<file path="config.mk">
export PLATFORM = sky130hd
export DESIGN_NAME = l15_req_port_arbiter
export DESIGN_NICKNAME = d
export VERILOG_FILES = /design/src/rtl/l15_req_port_arbiter.sv
export SDC_FILE = /design/constraint.sdc
export NUM_CORES = 1
export LEC_CHECK = 0
export CORE_AREA = 4 4 369 371
export CTS_CLUSTER_SIZE = 30
export DETAILED_ROUTE_END_ITERATION = 10
export DIE_AREA = 0 0 373 375
export HOLD_SLACK_MARGIN = 0.05
export MAX_ROUTING_LAYER = met4
export PLACE_DENSITY = 0.41
export SYNTH_ARGS = -nofsm -noshare
export SYNTH_HDL_FRONTEND = slang
export SYNTH_SLANG_ARGS = --single-unit
</file>
<file path="constraint.sdc">
create_clock -name clk_i -period 19.6 [get_ports clk_i]
set_clock_uncertainty 0.05 [all_clocks]
set_input_delay 2.94 -clock clk_i [delete_from_list [all_inputs] [get_ports clk_i]]
set_output_delay 2.94 -clock clk_i [all_outputs]
set_load 0.1 [all_outputs]
</file>
<file path="src/rtl/l15_req_port_arbiter.sv">
// l15_req_port_arbiter
//   Merges NumPorts request sources into the single L1.5 request channel.
//   Port 0 has the highest priority. A port that has waited StarveTh cycles
//   is promoted ahead of the non-starved ports. One accepted request is held
//   in an output register, tagged with its port id, until l15_ack_i.
//
// Ports:
//   clk_i          clock
//   rst_i          asynchronous active-high reset
//   req_valid_i    per-port request valid
//   req_payload_i  per-port payload, port i at [i*PayloadWidth +: PayloadWidth]
//   req_ready_o    per-port accept (one-hot or zero)
//   l15_val_o      request valid toward L1.5
//   l15_payload_o  held request payload
//   l15_portid_o   originating port of the held request
//   l15_ack_i      L1.5 accepts the held request
//   starved_o      per-port wait counter saturated
//   grant_cnt_o    total accepted requests (wraps)
module l15_req_port_arbiter #(
  parameter int unsigned NumPorts     = 6,
  parameter int unsigned PayloadWidth = 128,
  parameter int unsigned PortIdWidth  = $clog2(NumPorts),
  parameter int unsigned StarveTh     = 16
) (
  input  logic                             clk_i,
  input  logic                             rst_i,
  input  logic [NumPorts-1:0]              req_valid_i,
  input  logic [NumPorts*PayloadWidth-1:0] req_payload_i,
  output logic [NumPorts-1:0]              req_ready_o,
  output logic                             l15_val_o,
  output logic [PayloadWidth-1:0]          l15_payload_o,
  output logic [PortIdWidth-1:0]           l15_portid_o,
  input  logic                             l15_ack_i,
  output logic [NumPorts-1:0]              starved_o,
  output logic [31:0]                      grant_cnt_o
);

  localparam int unsigned CntWidth = $clog2(StarveTh + 1);
  localparam logic [CntWidth-1:0] CntMax = CntWidth'(StarveTh);

  typedef enum logic {
    IDLE,
    HOLD
  } state_e;

  state_e                  state;
  logic [CntWidth-1:0]     wait_cnt [NumPorts];
  logic [NumPorts-1:0]     starved_valid;
  logic [NumPorts-1:0]     accept_vec;
  logic [PortIdWidth-1:0]  sel;
  logic [PayloadWidth-1:0] sel_payload;
  logic                    free;
  logic                    any_valid;
  logic                    accept;
  logic                    found;

  always_comb begin
    starved_valid = '0;
    starved_o     = '0;
    for (int unsigned i = 0; i < NumPorts; i++) begin
      starved_o[i]     = (wait_cnt[i] == CntMax);
      starved_valid[i] = req_valid_i[i] && (wait_cnt[i] == CntMax);
    end
  end

  // Lowest-index starved requester wins; otherwise lowest-index requester.
  always_comb begin
    sel   = '0;
    found = 1'b0;
    for (int unsigned i = 0; i < NumPorts; i++) begin
      if (starved_valid[i] && !found) begin
        sel   = PortIdWidth'(i);
        found = 1'b1;
      end
    end
    for (int unsigned i = 0; i < NumPorts; i++) begin
      if (req_valid_i[i] && !found) begin
        sel   = PortIdWidth'(i);
        found = 1'b1;
      end
    end
  end

  assign any_valid = |req_valid_i;
  assign free      = (state == IDLE) || l15_ack_i;
  assign accept    = any_valid && free && !rst_i;

  always_comb begin
    accept_vec  = '0;
    sel_payload = '0;
    for (int unsigned i = 0; i < NumPorts; i++) begin
      if (sel == PortIdWidth'(i)) begin
        accept_vec[i] = accept;
        sel_payload   = req_payload_i[i*PayloadWidth +: PayloadWidth];
      end
    end
  end

  assign req_ready_o = accept_vec;

  // Output holding FSM; l15_val_o is the registered image of the HOLD state.
  always_ff @(posedge clk_i or posedge rst_i) begin
    if (rst_i) begin
      state         <= IDLE;
      l15_val_o     <= 1'b0;
      l15_payload_o <= '0;
      l15_portid_o  <= '0;
      grant_cnt_o   <= '0;
    end else begin
      if (accept) begin
        grant_cnt_o <= grant_cnt_o + 32'd1;
      end
      case (state)
        IDLE: begin
          if (accept) begin
            state         <= HOLD;
            l15_val_o     <= 1'b1;
            l15_payload_o <= sel_payload;
            l15_portid_o  <= sel;
          end
        end
        HOLD: begin
          if (accept) begin
            l15_payload_o <= sel_payload;
            l15_portid_o  <= sel;
          end else if (l15_ack_i) begin
            state     <= IDLE;
            l15_val_o <= 1'b0;
          end
        end
        default: begin
          state     <= IDLE;
          l15_val_o <= 1'b0;
        end
      endcase
    end
  end

  // Wait counters keep running while the output is held, so starvation
  // builds up even when no slot is free.
  always_ff @(posedge clk_i or posedge rst_i) begin
    if (rst_i) begin
      for (int unsigned i = 0; i < NumPorts; i++) begin
        wait_cnt[i] <= '0;
      end
    end else begin
      for (int unsigned i = 0; i < NumPorts; i++) begin
        if (!req_valid_i[i] || accept_vec[i]) begin
          wait_cnt[i] <= '0;
        end else if (wait_cnt[i] != CntMax) begin
          wait_cnt[i] <= wait_cnt[i] + 1'b1;
        end
      end
    end
  end

endmodule
</file>
# Word-level counts from Yosys, hierarchy flattened
# Index checks and enable logic that the tools add are counted.
dict set report totals {
  regBits 195
  elab_cells 148
  out_inout_bits 176
  input_bits 777
}
dict set report op_classes {
  n_reduce_logical 53
  n_addsub 7
  n_bitwise 1
  eq_ne 20
  mux 56
}
# cell n
set op_table {}
lappend op_table {{2-to-1 mux 128 bit} 7}
lappend op_table {{2-to-1 mux 5 bit} 12}
lappend op_table {{2-to-1 mux 3 bit} 11}
lappend op_table {{adder 32 x 1 -> 32 bit, second input constant} 1}
lappend op_table {{adder 5 x 1 -> 5 bit, second input constant} 6}
lappend op_table {{equality test 5 bit, second input constant} 6}
lappend op_table {{!= test 5 bit, second input constant} 6}
lappend op_table {{2-to-1 mux 1 bit} 24}
lappend op_table {{logical AND 1 bit} 19}
lappend op_table {{zero test 1 bit} 18}
lappend op_table {{nonzero test 2 bit} 6}
lappend op_table {{logical OR 1 bit} 7}
lappend op_table {{equality test 3 x 2 -> 1 bit, second input constant} 2}
lappend op_table {{equality test 3 bit, second input constant} 2}
lappend op_table {{!= test 2 bit, second input constant} 3}
lappend op_table {{OR reduction 6 bit} 1}
lappend op_table {{one-hot mux 1 bit (2 select lines)} 2}
lappend op_table {{equality test 3 x 1 -> 1 bit, second input constant} 1}
lappend op_table {{zero test 3 bit} 1}
lappend op_table {{AND reduction 3 bit} 1}
lappend op_table {{NOT 1 bit} 1}

# Depth between registers and ports, before layout
dict set report logic_depth {
  depth_word 44
  mapped_depth 14
}

# Worst setup path before layout
# OpenSTA, ideal clock, no wires.
dict set report synth_path {
  kind {in2out}
  from {in rst_i}
  to {out req_ready_o[2]}
  arrival_time_ps 10703
  slack_ps 5907
  stages 3
  cell_sequence {inv_1 -> o311ai_1 -> nor3_1}
}
dict set report synth_between {
  elab_chain_cells 3
}
# item line
set synth_lines {}
lappend synth_lines {{start, declared} 26} ;# input logic rst_i,
lappend synth_lines {{zero test 1 bit (no source line)} --}
lappend synth_lines {{logical AND 1 bit} 86} ;# assign accept = any_valid && free && !rst_i;
lappend synth_lines {{2-to-1 mux 1 bit} 92} ;# if (sel == PortIdWidth'(i)) begin
lappend synth_lines {{end, declared} 29} ;# output logic [NumPorts-1:0] req_ready_o,
# Every way passes these cells.

# Final worst setup path
dict set report layout_path {
  from {in req_valid_i[1]}
  to {out req_ready_o[3]}
}
dict set report layout_between {
  elab_chain_cells 35
  elab_cells_between_ends 48
  classes_between {eq/ne: 1; mux: 22; reduce/logical: 25}
}
# item line
set layout_lines {}
lappend layout_lines {{start, declared} 27} ;# input logic [NumPorts-1:0] req_valid_i,
lappend layout_lines {{logical AND 1 bit} 62} ;# starved_valid[i] = req_valid_i[i] && (wait_cnt[i] == CntMax);
lappend layout_lines {{logical AND 1 bit} 71} ;# if (starved_valid[i] && !found) begin
lappend layout_lines {{2-to-1 mux 1 bit} 71}
lappend layout_lines {{zero test 1 bit} 71}
lappend layout_lines {{logical AND 1 bit} 71}
lappend layout_lines {{2-to-1 mux 1 bit} 71}
lappend layout_lines {{zero test 1 bit} 71}
lappend layout_lines {{logical AND 1 bit} 71}
lappend layout_lines {{[... 19 more ...]} --}
lappend layout_lines {{zero test 1 bit} 77} ;# if (req_valid_i[i] && !found) begin
lappend layout_lines {{logical AND 1 bit} 77}
lappend layout_lines {{2-to-1 mux 1 bit} 77}
lappend layout_lines {{zero test 1 bit} 77}
lappend layout_lines {{logical AND 1 bit} 77}
lappend layout_lines {{2-to-1 mux 3 bit} 77}
lappend layout_lines {{equality test 3 x 2 -> 1 bit} 92}
lappend layout_lines {{2-to-1 mux 1 bit *} 92}
# Every way passes the cells marked *; elsewhere a longest branch is shown, timed or not.

==> impl_metrics.yaml <==
placement:
  gp_congestion: 0.849
  portBuffers: 952
  dpl_cell_area_sq_mm: 0.0255
  dp_hpwl_microns: 95700
  placed_cells: 4257
clock_tree:
  cts_max_path_buffers: 2
  cts_root_buf: "clkbuf_16"
  path_clk_slew_ns: 0.10
  h-tree-depth: 4
  cts_tree: "yes"
  numClockSinks: 195
  ctsResizeCount: 0
  cts_buffers: 17
  insertion_delay_ns: 0.56
  ctsHoldBuffers: 0
  postCtsSetupRepairBufs: 0
die:
  die_height_microns: 375
  fp.dieW_microns: 373
  start_util: 0.105
  die-area_sq_mm: 0.140
  io_pins: 953
  rows: 134
  coreArea_sq_mm: 0.133
cells_and_area:
  drive_gt1_frac: 0.0611
  fin_nets: 3298
  multi_input_area_sq_mm: 0.00848
  areaGrowthSynthToFinish_pct: 87.7
  final_common_cell: "clkdlybuf4s50_1"
  n_fill_cell: 14900
  layoutNonFillerInstCount: 4345
  final_cell_mix: "clkdlybuf4s50_1 (939), nand2_1 (260), dfrtp_1 (195), o21ai_0 (151), mux2i_1 (136)"
  register_area_sq_mm: 0.00488
  finalInstanceArea_sq_mm: 0.0263
sta:
  relSlewSlack: 0.195
  finalHoldViolCount: 0
  tns_ns: 0
  slew_violations: 0
  finalCriticalPeriod_ns: 9.91
  setup_viol_count_final: 0
  fin_crit_sh: 0.505
  rsz0062_at_grt: "no"
  tightest_slew_ns: 1.20
  timing.fmax_ghz: 0.101
setup_path:
  r2r-end: "l15_payload_o[62]"
  r2r_slack_ns: 13.76
  worstPathMaxFanout: 41
  reg2reg_from: "wait_cnt[20]"
  cp.required_ns: 16.61
  cp_data_arrival_time_ns: 6.92
  worstSetupEndpointType: "primary output"
  setup.worst_path.start_class: "input pin"
  r2r.worst_path.cells: 14
  setup.worst_path.class: "in -> out"
grt:
  antenna_found_initial: 86
  grt_use_total: 0.171
  grt_pass1_wl_microns: 159000
  grt_overflow: 0
  grt_pass1_vias: 17800
  grt_max_degree: 128
routing:
  vias: 17600
  dr.pass1.iters: 5
  postRouteAntennaNets: 0
  wl_per_cell_microns: 27.8
  drt_iter0_drc: 1420
  finalWirelength_microns: 121000
  drt-vias-per-instance: 4.06
  drc_errors: 0
worst_hold_path:
  holdPathEnd: "l15_val_o"
  min_path_type: "reg -> reg"
  min_path_cells: 1
  worstHoldStart: "state"
synth:
  syn_avg_cell_area_sq_um: 8.43
  synth_seq_area_share: 0.348
  netlist_instances: 1662
  async_reset_ff_frac: 1.00
  yosysWarnings: 0
  synth_nets: 2452
  syn_area_sq_mm: 0.0140
  synthDistinctLibCells: 49
  ys_ff_latch: 195
  synth_edf_count: 0
  synth-main-ff-cell: "dfrtp_1"
pwr:
  p_leak_uw: 0.00974
  power_uw: 1990
  peakVddDrop_mv: 0.0500
  power_density_mw_per_mm2: 75.8
outcome:
  status: "finished clean"
run:
  cap_violations: 0
==> flip-flops by register name (all words and copies together) (netlist names) <==
| name | flops |
|---|---|
| grant_cnt_o | 32 |
| l15_payload_o | 128 |
| l15_portid_o | 3 |
| l15_val_o | 1 |
| state | 1 |
| wait_cnt | 30 |
==> through the flow <==
| stage | utilization | hold slack (ns) | setup WS (ns) |
|---|---|---|---|
| 6_report | 0.198 | 0.418 | 9.69 |
| 5_1_grt | 0.198 | 0.439 | 9.43 |
| 4_1_cts | 0.197 | 0.412 | 9.54 |
| 3_5_place_dp | 0.192 | 0.398 | 9.55 |
| 3_3_place_gp | 0.192 | 0.404 | 9.57 |
| 2_1_floorplan | - | 0.369 | 5.91 |
==> metal layers <==
layer | track usage | vias up | share of wire
li1 | - | 8031 | -
met1 | 0.202 | 8699 | 0.42
met2 | 0.263 | 790 | 0.47
met3 | 0.0716 | 104 | 0.093
met4 | 0.0513 | 0 | 0.019
met5 | - | - | 0
==> worst max-delay path by stage <==
stage	startpoint	endpoint	slack, ns	cells past startpoint
3_3_place_gp	rst_i	req_ready_o[1]	9.57	9
2_1_floorplan	rst_i	req_ready_o[2]	5.91	3
5_1_grt	req_valid_i[1]	req_ready_o[3]	9.43	9
3_5_place_dp	rst_i	req_ready_o[0]	9.55	9
6_report	req_valid_i[1]	req_ready_o[3]	9.69	9
4_1_cts	rst_i	req_ready_o[0]	9.54	9
==> critical path, stage by stage <==
cell and delay, ns:
clkdlybuf4s50_1 0.68, and2_1 0.32, nor4_2 0.48, nor2_4 0.30, nor2_4 0.18, buf_4 0.56
nand2_1 0.16, nor2_1 0.13, clkdlybuf4s50_1 1.15
==> where the power goes <==
group          total, uW  switching, uW  internal, uW  leakage, uW
clock                428            247           181     0.000312
sequential           514           48.6           465      0.00249
combinational       1050            720           331      0.00694
==> cells in the mapped netlist, types with 3 or more instances <==
| cell | n | area share |
|---|---|---|
| and2_1 | 4 | 0.0018 |
| a21oi_1 | 76 | 0.027 |
| dfrtp_1 | 195 | 0.35 |
| xor2_1 | 18 | 0.011 |
| a211oi_1 | 5 | 0.0027 |
| mux2i_1 | 136 | 0.097 |
| o221ai_1 | 47 | 0.029 |
| o22ai_1 | 34 | 0.015 |
| nand4_1 | 12 | 0.0054 |
| a21o_1 | 3 | 0.0016 |
| a311oi_1 | 24 | 0.015 |
| and3_1 | 30 | 0.013 |
| nor3_1 | 12 | 0.0043 |
| clkbuf_1 | 125 | 0.034 |
| buf_2 | 24 | 0.0086 |
| inv_2 | 3 | 0.00080 |
| inv_1 | 16 | 0.0043 |
| a22o_1 | 3 | 0.0019 |
| nand3_1 | 91 | 0.033 |
| buf_4 | 15 | 0.0080 |
| nand2_1 | 264 | 0.071 |
| xnor2_1 | 34 | 0.021 |
| mux2_2 | 39 | 0.031 |
| a22oi_1 | 4 | 0.0021 |
| o21ai_0 | 151 | 0.054 |
| o21ai_1 | 88 | 0.031 |
| o211ai_1 | 6 | 0.0032 |
| a2111oi_0 | 65 | 0.041 |
| a221o_1 | 58 | 0.041 |
| ha_1 | 13 | 0.012 |
| nor2_1 | 42 | 0.011 |
==> kinds of logic (layout without fill, tap and decap cells) <==
kind of cell,count (synthesis),count (layout),synth area share
AOI/OAI and AO/OA,573,573,0.274
and+or+nand+nor,469,469,0.149
DFF,195,195,0.348
buffers and inverters,185,1044,0.0558
muxes,175,175,0.129
xor gates and xnor gates,52,52,0.0325
adders and majority gates,13,13,0.0116
other,0,56,0
==> area by class of cell <==
cell class | instances | share of cell area
antenna | 56 | 0.00533
clock buffer | 17 | 0.0162
clock inverter | 15 | 0.00852
inverter | 19 | 0.00300
multi-input combinational | 1282 | 0.323
sequential | 195 | 0.186
tap | 1768 | 0.0842
timing repair buffer | 993 | 0.374
Power figures use the tool's default switching activity.
